`src/rtl/input_periph_pkg.sv`:
```
// Shared definitions for the memory-mapped input peripheral:
// register offsets inside the 32-byte region, region size and LSU size codes.
package input_periph_pkg;

  localparam logic [4:0] OFF_SW        = 5'h00;
  localparam logic [4:0] OFF_BTN_LEVEL = 5'h10;
  localparam logic [4:0] OFF_BTN_EDGE  = 5'h14;
  localparam logic [4:0] OFF_IRQ_MASK  = 5'h18;

  localparam logic [15:0] REGION_SIZE = 16'h20;

  // Load size codes; the unsigned variants set bit 2.
  typedef enum logic [2:0] {
    LB  = 3'b000,
    LH  = 3'b001,
    LW  = 3'b010,
    LBU = 3'b100,
    LHU = 3'b101
  } load_funct3_e;

  // Store size codes; only full-word stores change peripheral state.
  typedef enum logic [2:0] {
    SB = 3'b000,
    SH = 3'b001,
    SW = 3'b010
  } store_funct3_e;

endpackage

```
`src/rtl/input_periph_btn_debounce.sv`:
```
// One button: 2-flop synchroniser, mismatch counter and accepted level.
// The level only changes after the synchronised input has disagreed with it
// for DEBOUNCE_CYCLES consecutive cycles; o_rise marks the cycle it goes 0->1.
module btn_debounce #(
  parameter int DEBOUNCE_CYCLES = 16
) (
  input  logic i_clk,
  input  logic i_rst_n,
  input  logic i_btn,
  output logic o_level,
  output logic o_rise
);

  localparam int CNT_W = $clog2(DEBOUNCE_CYCLES);
  localparam logic [CNT_W-1:0] CNT_MAX = CNT_W'(DEBOUNCE_CYCLES - 1);

  logic [1:0]       sync_q;
  logic             stable_q;
  logic [CNT_W-1:0] cnt_q;
  logic             accept;

  // The counter has already seen DEBOUNCE_CYCLES-1 mismatching cycles and
  // this one mismatches too, so the new level is taken on this edge.
  assign accept = (sync_q[1] != stable_q) && (cnt_q == CNT_MAX);

  // Synchronise the raw input and count how long it has differed from the level.
  always_ff @(posedge i_clk or negedge i_rst_n) begin
    if (!i_rst_n) begin
      sync_q   <= 2'b00;
      stable_q <= 1'b0;
      cnt_q    <= '0;
    end else begin
      sync_q <= {sync_q[0], i_btn};
      if (sync_q[1] == stable_q) begin
        cnt_q <= '0;
      end else if (accept) begin
        stable_q <= sync_q[1];
        cnt_q    <= '0;
      end else begin
        cnt_q <= cnt_q + 1'b1;
      end
    end
  end

  assign o_level = stable_q;
  assign o_rise  = accept && sync_q[1];

endmodule

```
`src/rtl/input_periph.sv`:
```
// Memory-mapped switch/button input block on the LSU path.
// Switches are synchronised, buttons debounced, button rises are held in a
// write-1-to-clear register. Loads are combinational from registered state.
// Define INPUT_PERIPH_IRQ_EN to add the writable IRQ mask and registered o_irq.
module input_periph
  import input_periph_pkg::*;
#(
  parameter int          NUM_SW          = 32,
  parameter int          NUM_BTN         = 4,
  parameter int          DEBOUNCE_CYCLES = 16,
  parameter logic [15:0] BASE_ADDR       = 16'h7800
) (
  input  logic                i_clk,
  input  logic                i_rst_n,
  input  logic [15:0]         i_lsu_addr,
  input  logic [2:0]          i_funct3,
  input  logic                i_wr_en,
  input  logic [31:0]         i_wr_data,
  input  logic [NUM_SW-1:0]   i_io_sw,
  input  logic [NUM_BTN-1:0]  i_io_btn,
  output logic [31:0]         o_rd_data,
  output logic                o_hit,
  output logic                o_irq
);

  logic [15:0]        offset;
  logic [4:0]         off;
  logic [NUM_SW-1:0]  sw_meta_q;
  logic [NUM_SW-1:0]  sw_sync_q;
  logic [NUM_BTN-1:0] btn_level;
  logic [NUM_BTN-1:0] btn_rise;
  logic [NUM_BTN-1:0] edge_q;
  logic [NUM_BTN-1:0] edge_clr;
  logic [NUM_BTN-1:0] mask_val;
  logic               wr_word;
  logic [31:0]        word;
  logic [31:0]        shift_b;
  logic [31:0]        shift_h;
  logic               unused_bits;

  // Addresses below the base wrap to large offsets, so one compare covers both ends.
  assign offset = i_lsu_addr - BASE_ADDR;
  assign o_hit  = (offset < REGION_SIZE);
  assign off    = offset[4:0];

  assign wr_word  = i_wr_en && o_hit && (i_funct3 == SW);
  assign edge_clr = (wr_word && (off == OFF_BTN_EDGE)) ? i_wr_data[NUM_BTN-1:0] : '0;

  // Two-flop synchroniser for every switch.
  always_ff @(posedge i_clk or negedge i_rst_n) begin
    if (!i_rst_n) begin
      sw_meta_q <= '0;
      sw_sync_q <= '0;
    end else begin
      sw_meta_q <= i_io_sw;
      sw_sync_q <= sw_meta_q;
    end
  end

  for (genvar g = 0; g < NUM_BTN; g++) begin : g_btn
    btn_debounce #(
      .DEBOUNCE_CYCLES(DEBOUNCE_CYCLES)
    ) u_debounce (
      .i_clk   (i_clk),
      .i_rst_n (i_rst_n),
      .i_btn   (i_io_btn[g]),
      .o_level (btn_level[g]),
      .o_rise  (btn_rise[g])
    );
  end

  // Sticky rise capture; a new rise wins over a clear of the same bit.
  always_ff @(posedge i_clk or negedge i_rst_n) begin
    if (!i_rst_n) begin
      edge_q <= '0;
    end else begin
      edge_q <= (edge_q & ~edge_clr) | btn_rise;
    end
  end

`ifdef INPUT_PERIPH_IRQ_EN
  logic [NUM_BTN-1:0] mask_q;
  logic               irq_q;

  // Mask register written by word stores; irq follows the masked edges one cycle later.
  always_ff @(posedge i_clk or negedge i_rst_n) begin
    if (!i_rst_n) begin
      mask_q <= '0;
      irq_q  <= 1'b0;
    end else begin
      if (wr_word && (off == OFF_IRQ_MASK)) begin
        mask_q <= i_wr_data[NUM_BTN-1:0];
      end
      irq_q <= |(edge_q & mask_q);
    end
  end

  assign mask_val = mask_q;
  assign o_irq    = irq_q;
`else
  assign mask_val = '0;
  assign o_irq    = 1'b0;
`endif

  // Select the addressed word, then extract and extend the requested lane.
  always_comb begin
    word = 32'h0;
    case ({off[4:2], 2'b00})
      OFF_SW:        word = 32'(sw_sync_q);
      OFF_BTN_LEVEL: word = 32'(btn_level);
      OFF_BTN_EDGE:  word = 32'(edge_q);
      OFF_IRQ_MASK:  word = 32'(mask_val);
      default:       word = 32'h0;
    endcase

    shift_b = word >> {off[1:0], 3'b000};
    shift_h = word >> {off[1], 4'b0000};

    o_rd_data = 32'h0;
    case (i_funct3)
      LB:      o_rd_data = {{24{shift_b[7]}}, shift_b[7:0]};
      LBU:     o_rd_data = {24'h0, shift_b[7:0]};
      LH:      o_rd_data = {{16{shift_h[15]}}, shift_h[15:0]};
      LHU:     o_rd_data = {16'h0, shift_h[15:0]};
      LW:      o_rd_data = word;
      default: o_rd_data = 32'h0;
    endcase

    if (!o_hit) begin
      o_rd_data = 32'h0;
    end
  end

  assign unused_bits = ^{i_wr_data, shift_b[31:8], shift_h[31:16]};

endmodule

```
`config.mk`:
```
export PLATFORM = sky130hd
export DESIGN_NAME = input_periph
export DESIGN_NICKNAME = d
export VERILOG_FILES = /design/src/rtl/input_periph_pkg.sv /design/src/rtl/input_periph_btn_debounce.sv /design/src/rtl/input_periph.sv
export SDC_FILE = /design/constraint.sdc
export NUM_CORES = 1
export LEC_CHECK = 0
export ABC_AREA = 1
export BUFFER_PORTS_ARGS = -buffer_cell sky130_fd_sc_hd__buf_4
export CELL_PAD_IN_SITES_DETAIL_PLACEMENT = 0
export CELL_PAD_IN_SITES_GLOBAL_PLACEMENT = 2
export CORE_UTILIZATION = 30
export CTS_CLUSTER_SIZE = 28
export DETAILED_ROUTE_END_ITERATION = 12
export HOLD_SLACK_MARGIN = 0.06
export PLACE_DENSITY = 0.8
export SYNTH_ARGS = -nofsm -noshare
export SYNTH_HDL_FRONTEND = slang
export SYNTH_HIERARCHICAL = 1
export SYNTH_SLANG_ARGS = --single-unit
export TNS_END_PERCENT = 30
```
`constraint.sdc`:
```
create_clock -name i_clk -period 2.15 [get_ports i_clk]
set_clock_uncertainty 0.05 [all_clocks]
set_input_delay 0.43 -clock i_clk [delete_from_list [all_inputs] [get_ports i_clk]]
set_output_delay 0.43 -clock i_clk [all_outputs]
set_load 0.02 [all_outputs]
```
After elaboration in Yosys (flattened, before gate mapping)
Index checks and enable logic that the tools add are counted.
{"block": "word_totals", "register_bits": 96, "input_bits": 90, "output_inout_bits": 34, "word_cells": 78}
{"block": "op_classes", "n_addsub": 5, "magnitude_cmp": 1, "n_eq_ne": 19, "n_shift": 2, "muxes": 12, "bitwise": 7, "n_reduce_logical": 17}
{"operator": "$pmux W32 S5", "n": 1}
{"operator": "$pmux W32 S3", "n": 1}
{"operator": "$mux W4", "n": 9}
{"operator": "$mux W32", "n": 1}
{"operator": "$shr A32 B5 Y16", "n": 1}
{"operator": "$shr A32 B5 Y8", "n": 1}
{"operator": "$add A4 B1 Y4 const B", "n": 4}
{"operator": "$eq A4 B4 Y1 const B", "n": 4}
{"operator": "$lt A16 B6 Y1 const B", "n": 1}
{"operator": "$sub A16 B15 Y16 const B", "n": 1}
{"operator": "$eq A3 B3 Y1 const B", "n": 4}
{"operator": "$logic_and A1 B1 Y1", "n": 11}
{"operator": "$reduce_and A2 Y1", "n": 4}
{"operator": "$logic_not A3 Y1", "n": 2}
{"operator": "$eq A5 B5 Y1 const B", "n": 1}
{"operator": "$and A4 B4 Y4", "n": 1}
{"operator": "$eq A1 B1 Y1", "n": 4}
{"operator": "$ne A1 B1 Y1", "n": 4}
{"operator": "$not A1 Y1", "n": 4}
{"operator": "$not A4 Y4", "n": 1}
{"operator": "$or A4 B4 Y4", "n": 1}
{"operator": "$eq A3 B1 Y1 const B", "n": 1}
{"operator": "$eq A3 B2 Y1 const B", "n": 1}

Longest topological paths before layout
Gate-level depths: netlist of the first run.
{"block": "depth", "word_depth": 9, "ltp_mapped": 10, "depth_no_buf": 8}

Hierarchy
The synthesis of the first run kept the hierarchy.
{"mod": "input_periph", "instances": 1, "cells_each": 368, "area_each_um2": 3130.5, "seq_area_each_um2": 1701.6}
{"mod": "btn_debounce", "instances": 4, "cells_each": 32, "area_each_um2": 301.5, "seq_area_each_um2": 175.2}

Worst setup path after synthesis of the first run
OpenSTA, ideal clock, no wires.
{"block": "synth_path", "path_type": "input to output", "start": "input i_lsu_addr[11]", "end": "output o_rd_data[22]", "t_arrival_ps": 1785, "required_time_ps": 1670, "slack_ps": -115, "path_stages": 7, "path_buffers": 1, "path_cell_list": "ha_1 > inv_1 > nand4_1 > nor2_1 > o211ai_1 > buf_2 > a21oi_1"}
{"block": "synth_between", "elab_chain_cells": 3}
{"item": "from (decl)", "line_no": "input_periph.sv:15", "rtl": "input logic [15:0] i_lsu_addr,"}
{"item": "$sub A16 B15 Y16", "line_no": "input_periph.sv:42", "rtl": "assign offset = i_lsu_addr - BASE_ADDR;"}
{"item": "$lt A16 B6 Y1", "line_no": "input_periph.sv:43", "rtl": "assign o_hit = (offset < REGION_SIZE);"}
{"item": "$mux W32", "line_no": "input_periph.sv:129", "rtl": "if (!o_hit) begin"}
{"item": "to (decl)", "line_no": "input_periph.sv:21", "rtl": "output logic [31:0] o_rd_data,"}
Every way passes these cells.

Final worst setup path of the first run
{"block": "layout_path", "start": "input i_lsu_addr[12]", "end": "output o_rd_data[12]"}
Same word-level chain as after synthesis.

==> results by group, run 1 <==
Global routing
  – Total track usage: 15.92%
  – Grt ovf: 0
  – First-pass GRT wire length: 17860 um
  – Number of global-route vias before repair: 3605
  – Initial antenna violation count: 0
  – Largest net degree at the start of global routing: 46

Clock network
  – Total CTS buffers: 9
  – CTS Root Cell: clkbuf_16
  – Clock sink count: 96
  – CTS H-tree depth: 3
  – CTS tree: built
  – Worst skew pair latency: 0.34 ns
  – CTS max path bufs: 2
  – Clk slew on worst S/H paths: 0.06 ns

Synthesis
  – Yosys warnings: 6
  – Synth top area share: 55.40%
  – Cell taking the most area after synthesis: dfrtp_1
  – Flops & latches, synth: 96
  – Largest cells by area after synthesis: dfrtp_1, nand2_1, nor2_1
  – Post-synth EDFFs: 0
  – Post-synthesis sequential area ratio: 55.40%
  – Distinct cells, synth: 28
  – Share of flip-flops with an asynchronous set or reset: 100.0%
  – Primary FF master, synth: dfrtp_1
  – Most frequent cell after synthesis: dfrtp_1
  – Mapped Cells: 496
  – Mapped cell area: 4337 um2
  – Top post-synthesis cells by count: dfrtp_1, nand2_1, nor2_1
  – Synthesized area per cell: 8.743 um2
  – Mapped Nets: 591

Critical path
  – R2r setup slk: 1.00 ns
  – Most used cell, CP: buf_4
  – Slowest cell on crit path: ha_4
  – Startpoint Class: input pin
  – Crit Path Category: in -> out
  – Critical path peak fanout: 8
  – FF-to-FF Start: g_btn[2].u_debounce/cnt_q[0]
  – Worst EP arrival: 1.86 ns
  – Critical path cell sequence: buf_8 > ha_4 > inv_2 > nand4_1 > nor2_2 > o211ai_1 > buf_4 > buf_12 > a21oi_2 > buf_4
  – R2R depth: 7
  – Nature of the critical path endpoint: output pin
  – Crit-path max cell delay: 0.23 ns
  – Worst r2r dst: edge_q[2]
  – Worst endpoint required time: 1.67 ns

Timing
  – Setup ws final: -0.1886 ns
  – Max-slew violations: 0
  – Setup TNS: -4.413 ns
  – Period minus WS final: 2.339 ns
  – Fin Hold WS: 0.1373 ns
  – Fin crit share: 108.8%
  – Final setup vio count: 32
  – Final Hold Fails: 0
  – Unrepaired setup endpoints after global routing: true
  – Maximum clock rate: 427.6 MHz

Floorplan
  – Total die area: 14940 um2
  – Core region area: 13990 um2
  – Initial Util: 31.00%
  – Die Span Y: 122.2 um
  – Die Wd: 122.2 um
  – Row count: 43
  – Top Ports: 124

Min path
  – Worst Hold Depth: 1
  – Hold Crit Start: i_io_sw[7]
  – Hold endpoint: sw_meta_q[7]
  – Hold/Removal Path Class: in -> reg

Drt
  – DRT Pass-1 Iters: 4
  – Iter 0 DRT Violations: 152
  – Final ANT Viol Nets: 0
  – Average wire per standard cell: 13.88 um
  – Vias: 3723
  – DR vias/cell: 4.518
  – Routed wire length: 11440 um
  – DRC viols: 0

Power and ir drop
  – Pleak: 2.978 nW
  – Pwr Total: 4.138 mW
  – Pwr dens: 644.2 nW/um2
  – Maximum vdd drop: 0.4375 mV

Finish
  – Inserted Diodes: 0
  – Share of cells above drive strength 1: 36.65%
  – Nets@finish: 735
  – FILL cells: 1383
  – Fin area: 6424 um2
  – Area Overhead vs Synth: 48.12%

Outcome
  – Status: finished with violations
  – Failing checks: negative setup slack

Placed design
  – Placed Area: 5565 um2
  – DP Wirelength: 8357 um
  – Port Buffer Count: 94
  – Placer Congestion: 0.8665

Job
  – Max_cap viols: 0
timing repair:
action,CTS,global route
hold endpoints to repair,30,0
hold buffers,1,0
setup buffers,4,4
pin swaps,3,5
endpoints found under the setup margin,32,32
cloned,3,2
gates resized for setup,58,25
per-stage QoR:
step | instances | setup WS, ns | utilization, %
after CTS | 819 | -0.2102 | 44.70
after floorplan | 496 | -0.1151 | -
after detailed placement | 796 | -0.3572 | 39.79
final | 824 | -0.1886 | 45.92
after global placement | 796 | -0.3293 | 39.79
after global routing | 824 | -0.2528 | 45.92
how the worst max path moves through the flow:
stage | slack (ns) | end | startpoint
CTS | -0.21 | o_rd_data[4] | i_lsu_addr[12]
detailed placement | -0.36 | o_rd_data[15] | i_lsu_addr[11]
floorplan | -0.12 | o_rd_data[22] | i_lsu_addr[11]
global route | -0.25 | o_rd_data[9] | i_lsu_addr[12]
finish | -0.19 | o_rd_data[12] | i_lsu_addr[12]
global placement | -0.33 | o_rd_data[15] | i_lsu_addr[11]
logic make-up after synthesis:
kind of cell | count (synthesis) | synth area share [%]
and+or+nand+nor | 252 | 26.66
DFF | 96 | 55.40
buffers and inverters | 73 | 7.848
AOI/OAI and AO/OA | 69 | 8.569
adders and majority gates | 5 | 1.443
other | 1 | 0.08647
metal layers:
layer | wire length, um | GRT usage, % | vias up
met4 | 171 | 6.402 | 0
met5 | 0 | 0 | -
met1 | 5330 | 21.69 | 1737
li1 | - | - | 1891
met3 | 554 | 2.881 | 13
met2 | 5384 | 25.00 | 82
worst max-delay path, delay by kind of cell:
family	cells	cell delay, ns
buffers and inverters	5	0.65
AND/OR/NAND/NOR	2	0.27
AO/OA/AOI/OAI	2	0.27
adder cells (fa/ha/maj)	1	0.23
state kept, by name, summed over array words and instances, names as in the netlist:
register / count
sw_meta_q: 32
g_btn.u_debounce/sync_q: 8
sw_sync_q: 32
g_btn.u_debounce/cnt_q: 16
edge_q: 4
g_btn.u_debounce/o_level: 4
layout by cell type (no fill, tap or decap), types with 8 or more instances in the layout:
cell       count
buf_12         8
nand2_1       92
buf_4        121
nand3_1       29
inv_1         45
buf_6         18
clkbuf_16     11
a21oi_1       24
nand2_2        8
a21oi_4       11
dfrtp_1       96
a21oi_2       20
nor2_1        75
nand4_1       23
where the power goes:
part | internal (mW) | switching (mW)
registers | 1.89 | 0.0468
clock network | 1.16 | 0.639
logic | 0.191 | 0.209
total | 3.24 | 0.895
area by class of cell:
class | instances | area, um2 | share of cell area [%]
clock buffer | 10 | 239.0 | 3.720
clock inverter | 5 | 105.1 | 1.636
inverter | 52 | 197.7 | 3.078
multi-input combinational | 327 | 1833 | 28.54
sequential | 96 | 2402 | 37.40
tap | 180 | 225.2 | 3.506
timing repair buffer | 154 | 1421 | 22.13
Note: power is estimated with default switching activity, not from simulation.
==> inputs of run 2 (changes only) <==
PLACE_DENSITY = default   (was 0.8)
PLACE_DENSITY_LB_ADDON = 0.1   (was default)
==> results by group, run 2 (synthesis gave the netlist of run 1 again) <==
Critical path
  – R2r setup slk: 1.01 ns (was 1.00 ns)
  – Critical path cell sequence: buf_8 > ha_4 > inv_2 > nand4_1 > nor2_2 > o211ai_1 > buf_4 > buf_12 > a21oi_1 > buf_4 (was buf_8 > ha_4 > inv_2 > nand4_1 > nor2_2 > o211ai_1 > buf_4 > buf_12 > a21oi_2 > buf_4)
  – Critical path peak fanout: 8 (unchanged)
  – Crit-path max cell delay: 0.22 ns (was 0.23 ns)
  – Most used cell, CP: buf_4 (unchanged)
  – Worst EP arrival: 1.79 ns (was 1.86 ns)
  – Nature of the critical path endpoint: output pin (unchanged)
  – CP bufs+invs: 5 (unchanged)
  – CP top delay family: buffers and inverters (unchanged)
  – Worst endpoint required time: 1.67 ns (about the same)
  – R2R depth: 7 (unchanged)
  – Worst r2r dst: edge_q[1] (was edge_q[2])
  – Startpoint Class: input pin (unchanged)
  – FF-to-FF Start: g_btn[1].u_debounce/cnt_q[0] (was g_btn[2].u_debounce/cnt_q[0])
  – Slowest cell on crit path: ha_4 (unchanged)
  – Crit Path Category: in -> out (unchanged)

Placed design
  – Port Buffer Count: 94 (unchanged)
  – Placer Congestion: 0.8702 (was 0.8665)
  – Pre-CTS WS: -0.2432 ns (was -0.3572 ns)
  – DP Wirelength: 8357 um (about the same)
  – Placed cells: 802 (was 796)

Drt
  – DRC viols: 0 (unchanged)
  – Vias: 3760 (was 3723)
  – DR vias/cell: 4.552 (was 4.518)
  – Average wire per standard cell: 13.91 um (was 13.88 um)
  – Final ANT Viol Nets: 0 (unchanged)
  – Iter 0 DRT Violations: 181 (was 152)
  – DRT Pass-1 Iters: 4 (unchanged)
  – Routed wire length: 11490 um (was 11440 um)

Timing
  – Final setup vio count: 32 (unchanged)
  – Fin Hold WS: 0.06556 ns (was 0.1373 ns)
  – Unrepaired setup endpoints after global routing: true (unchanged)
  – Final Hold Fails: 0 (unchanged)
  – Fin crit share: 105.4% (was 108.8%)
  – Max-slew violations: 0 (unchanged)
  – Period minus WS final: 2.266 ns (was 2.339 ns)
  – Setup TNS: -2.871 ns (was -4.413 ns)
  – Setup ws final: -0.1165 ns (was -0.1886 ns)
  – Maximum clock rate: 441.2 MHz (was 427.6 MHz)

Floorplan
  – Core region area: 13990 um2 (unchanged)
  – Top Ports: 124 (unchanged)
  – Row count: 43 (unchanged)
  – Die Wd: 122.2 um (unchanged)
  – Initial Util: 31.00% (unchanged)
  – Total die area: 14940 um2 (unchanged)
  – Die Span Y: 122.2 um (unchanged)

Global routing
  – Initial antenna violation count: 0 (unchanged)
  – Grt ovf: 0 (unchanged)
  – Number of global-route vias before repair: 3574 (was 3605)
  – Largest net degree at the start of global routing: 97 (was 46)
  – Total track usage: 16.55% (was 15.92%)
  – First-pass GRT wire length: 18440 um (was 17860 um)

Clock network
  – Worst skew pair latency: 0.35 ns (was 0.34 ns)
  – Clk slew on worst S/H paths: 0.07 ns (was 0.06 ns)
  – Total CTS buffers: 9 (unchanged)
  – CTS tree: built (unchanged)
  – CTS H-tree depth: 3 (unchanged)
  – Clock sink count: 96 (unchanged)
  – CTS Root Cell: clkbuf_16 (unchanged)
  – CTS max path bufs: 2 (unchanged)
  – Hold buffers post-CTS: 0 (was 1)

Finish
  – Nets@finish: 736 (was 735)
  – Most frequent cells in the layout: buf_4, dfrtp_1, nand2_1, nor2_1, inv_1 (unchanged)
  – Area Overhead vs Synth: 45.82% (was 48.12%)
  – Post-route insts no fill: 826 (was 824)
  – Share of cells above drive strength 1: 37.31% (was 36.65%)
  – Inserted Diodes: 0 (unchanged)
  – Most common cell after layout, fill and taps aside: buf_4 (unchanged)
  – Registers with the most flip-flops: sw_meta_q: 32 flops, sw_sync_q: 32 flops, g_btn.u_debounce/cnt_q: 16 flops (unchanged)

Outcome
  – Status: finished with violations (unchanged)
  – Failing checks: negative setup slack (unchanged)

Job
  – Max_cap viols: 0 (unchanged)

Power and ir drop
  – Pwr Total: 4.033 mW (was 4.138 mW)
  – Pwr dens: 637.8 nW/um2 (was 644.2 nW/um2)
  – Pleak: 2.946 nW (was 2.978 nW)
  – Maximum vdd drop: 0.4988 mV (was 0.4375 mV)

Min path
  – Hold/Removal Path Class: in -> async (was in -> reg)
run 2: changes by cell type in the layout (fill, tap and decap cells not counted), sizes merged, moves of 2 or more:
cell	delta
inv	+3
buf	+4
clkinv	+3
bufinv	-2
clkinvlp	-2
clkbuf	-3
run 2: worst max path at each step:
stage / start / endpoint / slack (ns) / depth (start not counted)
final: i_lsu_addr[12] / o_rd_data[30] / -0.12 / 10
after global routing: i_lsu_addr[12] / o_rd_data[26] / -0.23 / 9
after CTS: i_lsu_addr[12] / o_rd_data[21] / -0.14 / 10
after detailed placement: i_lsu_addr[11] / o_rd_data[3] / -0.24 / 9
after global placement: i_lsu_addr[11] / o_rd_data[2] / -0.22 / 9
after floorplan: i_lsu_addr[11] / o_rd_data[22] / -0.12 / 7
run 2: final cells by class:
type,count,area [um2]
Fill cell,1381,7665
Sequential cell,96,2402
Multi-Input combinational cell,327,1805
Timing Repair Buffer,155,1368
Clock buffer,9,225.2
Tap cell,180,225.2
Inverter,52,197.7
Clock inverter,7,100.1
run 2: through the flow:
step	util, %	cell area, um2
3_5_place_dp	40.02	5598
2_1_floorplan	-	4337
5_1_grt	45.21	6324
4_1_cts	44.24	6188
6_report	45.21	6324
3_3_place_gp	40.02	5598
run 2: timing repair:
action                                  CTS  global route
endpoints found under the setup margin   32            32
buffers inserted                          4             1
resized for setup                        43            29
pin swaps                                 3             1
cloned                                    3             0
run 2: worst reg2reg max path, stage by stage (launching register included):
cell	delay (ns)
dfrtp_1	0.41
ha_1	0.25
nand3_2	0.10
inv_2	0.04
nand2_2	0.06
nor2_2	0.03
inv_1	0.05
nand2_1	0.04
run 2: power by group:
part / leakage (nW) / switching (mW) / internal, mW
Combinational: 1.64 / 0.208 / 0.183
Sequential: 1.14 / 0.0471 / 1.89
Clock: 0.158 / 0.763 / 0.940
run 2: per-layer routing:
layer / wire length [um] / track usage [%] / share of wire (%) / vias up
met1: 5519 / 23.29 / 48 / 1769
met3: 508 / 3.113 / 4.4 / 10
met5: 0 / 0 / 0 / -
met2: 5291 / 25.32 / 46 / 88
li1: - / - / - / 1893
met4: 174 / 5.945 / 1.5 / 0
==> inputs of run 3 (changes only) <==
PLACE_DENSITY = 0.88   (was default)
PLACE_DENSITY_LB_ADDON = default   (was 0.1)
==> results by group, run 3 (synthesis gave the netlist of run 1 again) <==
Floorplan
  – Initial Util: 31.00% (unchanged)
  – Die Span Y: 122.2 um (unchanged)
  – Row count: 43 (unchanged)
  – Total die area: 14940 um2 (unchanged)
  – Top Ports: 124 (unchanged)
  – Die Wd: 122.2 um (unchanged)
  – Core region area: 13990 um2 (unchanged)

Critical path
  – Slowest cell on crit path: bufbuf_16 (was ha_4)
  – Critical path cell sequence: buf_8 > ha_4 > inv_2 > nand4_1 > nor2_2 > o211ai_1 > bufbuf_16 > a21oi_2 > buf_4 (was buf_8 > ha_4 > inv_2 > nand4_1 > nor2_2 > o211ai_1 > buf_4 > buf_12 > a21oi_1 > buf_4)
  – Crit-path max cell delay: 0.31 ns (was 0.22 ns)
  – Nature of the critical path endpoint: output pin (unchanged)
  – Worst endpoint required time: 1.67 ns (about the same)
  – Startpoint Class: input pin (unchanged)
  – Critical path peak fanout: 8 (unchanged)
  – CP bufs+invs: 4 (was 5)
  – Worst EP arrival: 1.85 ns (was 1.79 ns)
  – Crit Path Category: in -> out (unchanged)
  – CP top delay family: buffers and inverters (unchanged)

Drt
  – DRC viols: 0 (unchanged)
  – Vias: 3739 (was 3760)
  – DR top layer: met4 (unchanged)
  – Metal3 WL: 477 um (was 508 um)
  – DRT Pass-1 Iters: 4 (unchanged)
  – Final ANT Viol Nets: 0 (unchanged)
  – Iter 0 DRT Violations: 188 (was 181)
  – Routed wire length: 11210 um (was 11490 um)
  – Average wire per standard cell: 13.67 um (was 13.91 um)
  – Met1 WL: 5079 um (was 5519 um)
  – Routed wl met2: 5547 um (was 5291 um)
  – DR vias/cell: 4.560 (was 4.552)

Finish
  – Sequential Area: 2402 um2 (unchanged)
  – Registers with the most flip-flops: sw_meta_q: 32 flops, sw_sync_q: 32 flops, g_btn.u_debounce/cnt_q: 16 flops (unchanged)
  – Inserted Diodes: 0 (unchanged)
  – Area Overhead vs Synth: 41.29% (was 45.82%)
  – Share of cells above drive strength 1: 36.41% (was 37.31%)
  – Most common cell after layout, fill and taps aside: buf_4 (unchanged)
  – Fin area: 6127 um2 (was 6324 um2)
  – Most frequent cells in the layout: buf_4, dfrtp_1, nand2_1, nor2_1, inv_1 (unchanged)
  – Fin util: 43.80% (was 45.21%)
  – Nets@finish: 730 (was 736)
  – Multi-input combinational cell area: 1779 um2 (was 1805 um2)
  – FILL cells: 1391 (was 1381)

Clock network
  – CTS tree: built (unchanged)
  – CTS Root Cell: clkbuf_16 (unchanged)
  – CTS max path bufs: 2 (unchanged)
  – Clk slew on worst S/H paths: 0.06 ns (was 0.07 ns)
  – CTS H-tree depth: 3 (unchanged)
  – Hold buffers post-CTS: 0 (unchanged)
  – Total CTS buffers: 9 (unchanged)
  – Clock sink count: 96 (unchanged)
  – Worst skew pair latency: 0.35 ns (about the same)

Timing
  – Final Hold Fails: 0 (unchanged)
  – Setup TNS: -4.457 ns (was -2.871 ns)
  – Final setup vio count: 33 (was 32)
  – Setup ws final: -0.1810 ns (was -0.1165 ns)
  – Max-slew violations: 0 (unchanged)
  – Unrepaired setup endpoints after global routing: true (unchanged)
  – Fin Hold WS: 0.07905 ns (was 0.06556 ns)
  – Period minus WS final: 2.331 ns (was 2.266 ns)
  – Fin crit share: 108.4% (was 105.4%)
  – Maximum clock rate: 429.0 MHz (was 441.2 MHz)

Global routing
  – Total track usage: 16.23% (was 16.55%)
  – Grt ovf: 0 (unchanged)
  – First-pass GRT wire length: 18370 um (was 18440 um)
  – Initial antenna violation count: 0 (unchanged)
  – Largest net degree at the start of global routing: 97 (unchanged)
  – Number of global-route vias before repair: 3742 (was 3574)

Power and ir drop
  – Maximum vdd drop: 0.3590 mV (was 0.4988 mV)
  – Pleak: 2.839 nW (was 2.946 nW)
  – Pwr Total: 3.801 mW (was 4.033 mW)
  – Pwr dens: 620.3 nW/um2 (was 637.8 nW/um2)

Outcome
  – Failing checks: negative setup slack (unchanged)
  – Status: finished with violations (unchanged)

Min path
  – Hold/Removal Path Class: in -> async (unchanged)

Placed design
  – Placer Congestion: 0.8900 (was 0.8702)
  – Placed Area: 5520 um2 (was 5598 um2)
  – Port Buffer Count: 94 (unchanged)
  – DP Wirelength: 8441 um (was 8357 um)

Job
  – Max_cap viols: 0 (unchanged)
==> run 3: repair_timing <==
item / CTS / global route
pin swaps: 1 / 2
setup buffers: 9 / 0
resized for setup: 30 / 31
endpoints found under the setup margin: 32 / 33
gates cloned: 2 / 0
==> run 3: worst paths after layout <==
check,cells past startpoint,endpoint,slack (ns),startpoint
setup reg to reg,7,edge_q[3],1.00,g_btn[3].u_debounce/cnt_q[0]
hold reg to reg,0,sw_sync_q[5],0.29,sw_meta_q[5]
setup / recovery,9,o_rd_data[15],-0.18,i_lsu_addr[11]
hold / removal,2,g_btn[1].u_debounce/cnt_q[0],0.08,i_rst_n
min in group i_clk,1,sw_meta_q[20],0.13,i_io_sw[20]
max in group asynchronous,2,sw_meta_q[6],1.60,i_rst_n
==> run 3: where the power goes <==
part	internal, mW	switching, mW	total [mW]
clock	0.814	0.669	1.48
sequential	1.89	0.0469	1.94
combinational	0.175	0.203	0.379
total	2.88	0.919	3.80
==> run 3: final cells by class <==
type | instances | share of cell area, %
multi-input combinational | 327 | 29.04
timing repair buffer | 149 | 20.22
inverter | 52 | 3.226
clock inverter | 6 | 0.7351
tap | 180 | 3.676
clock buffer | 10 | 3.900
sequential | 96 | 39.21
==> run 3: per-layer routing <==
| layer | vias up | track usage [%] |
|---|---|---|
| li1 | 1885 | - |
| met1 | 1770 | 21.29 |
| met2 | 76 | 26.44 |
| met3 | 8 | 3.532 |
| met4 | 0 | 5.488 |
| met5 | - | 0 |
==> run 3: worst register-to-register path: cells and delay by family, from the launching register on <==
kind,cells,cell delay (ns)
flip-flops,1,0.41
buffers and inverters,2,0.09
adder cells (fa/ha/maj),1,0.25
AND/OR/NAND/NOR,4,0.24
==> run 3: stage by stage <==
stage	std cells	worst slack, ns
after floorplan	496	-0.1151
after global placement	795	-0.2779
after detailed placement	795	-0.2890
after CTS	822	-0.1709
after global routing	820	-0.2884
final	820	-0.1810
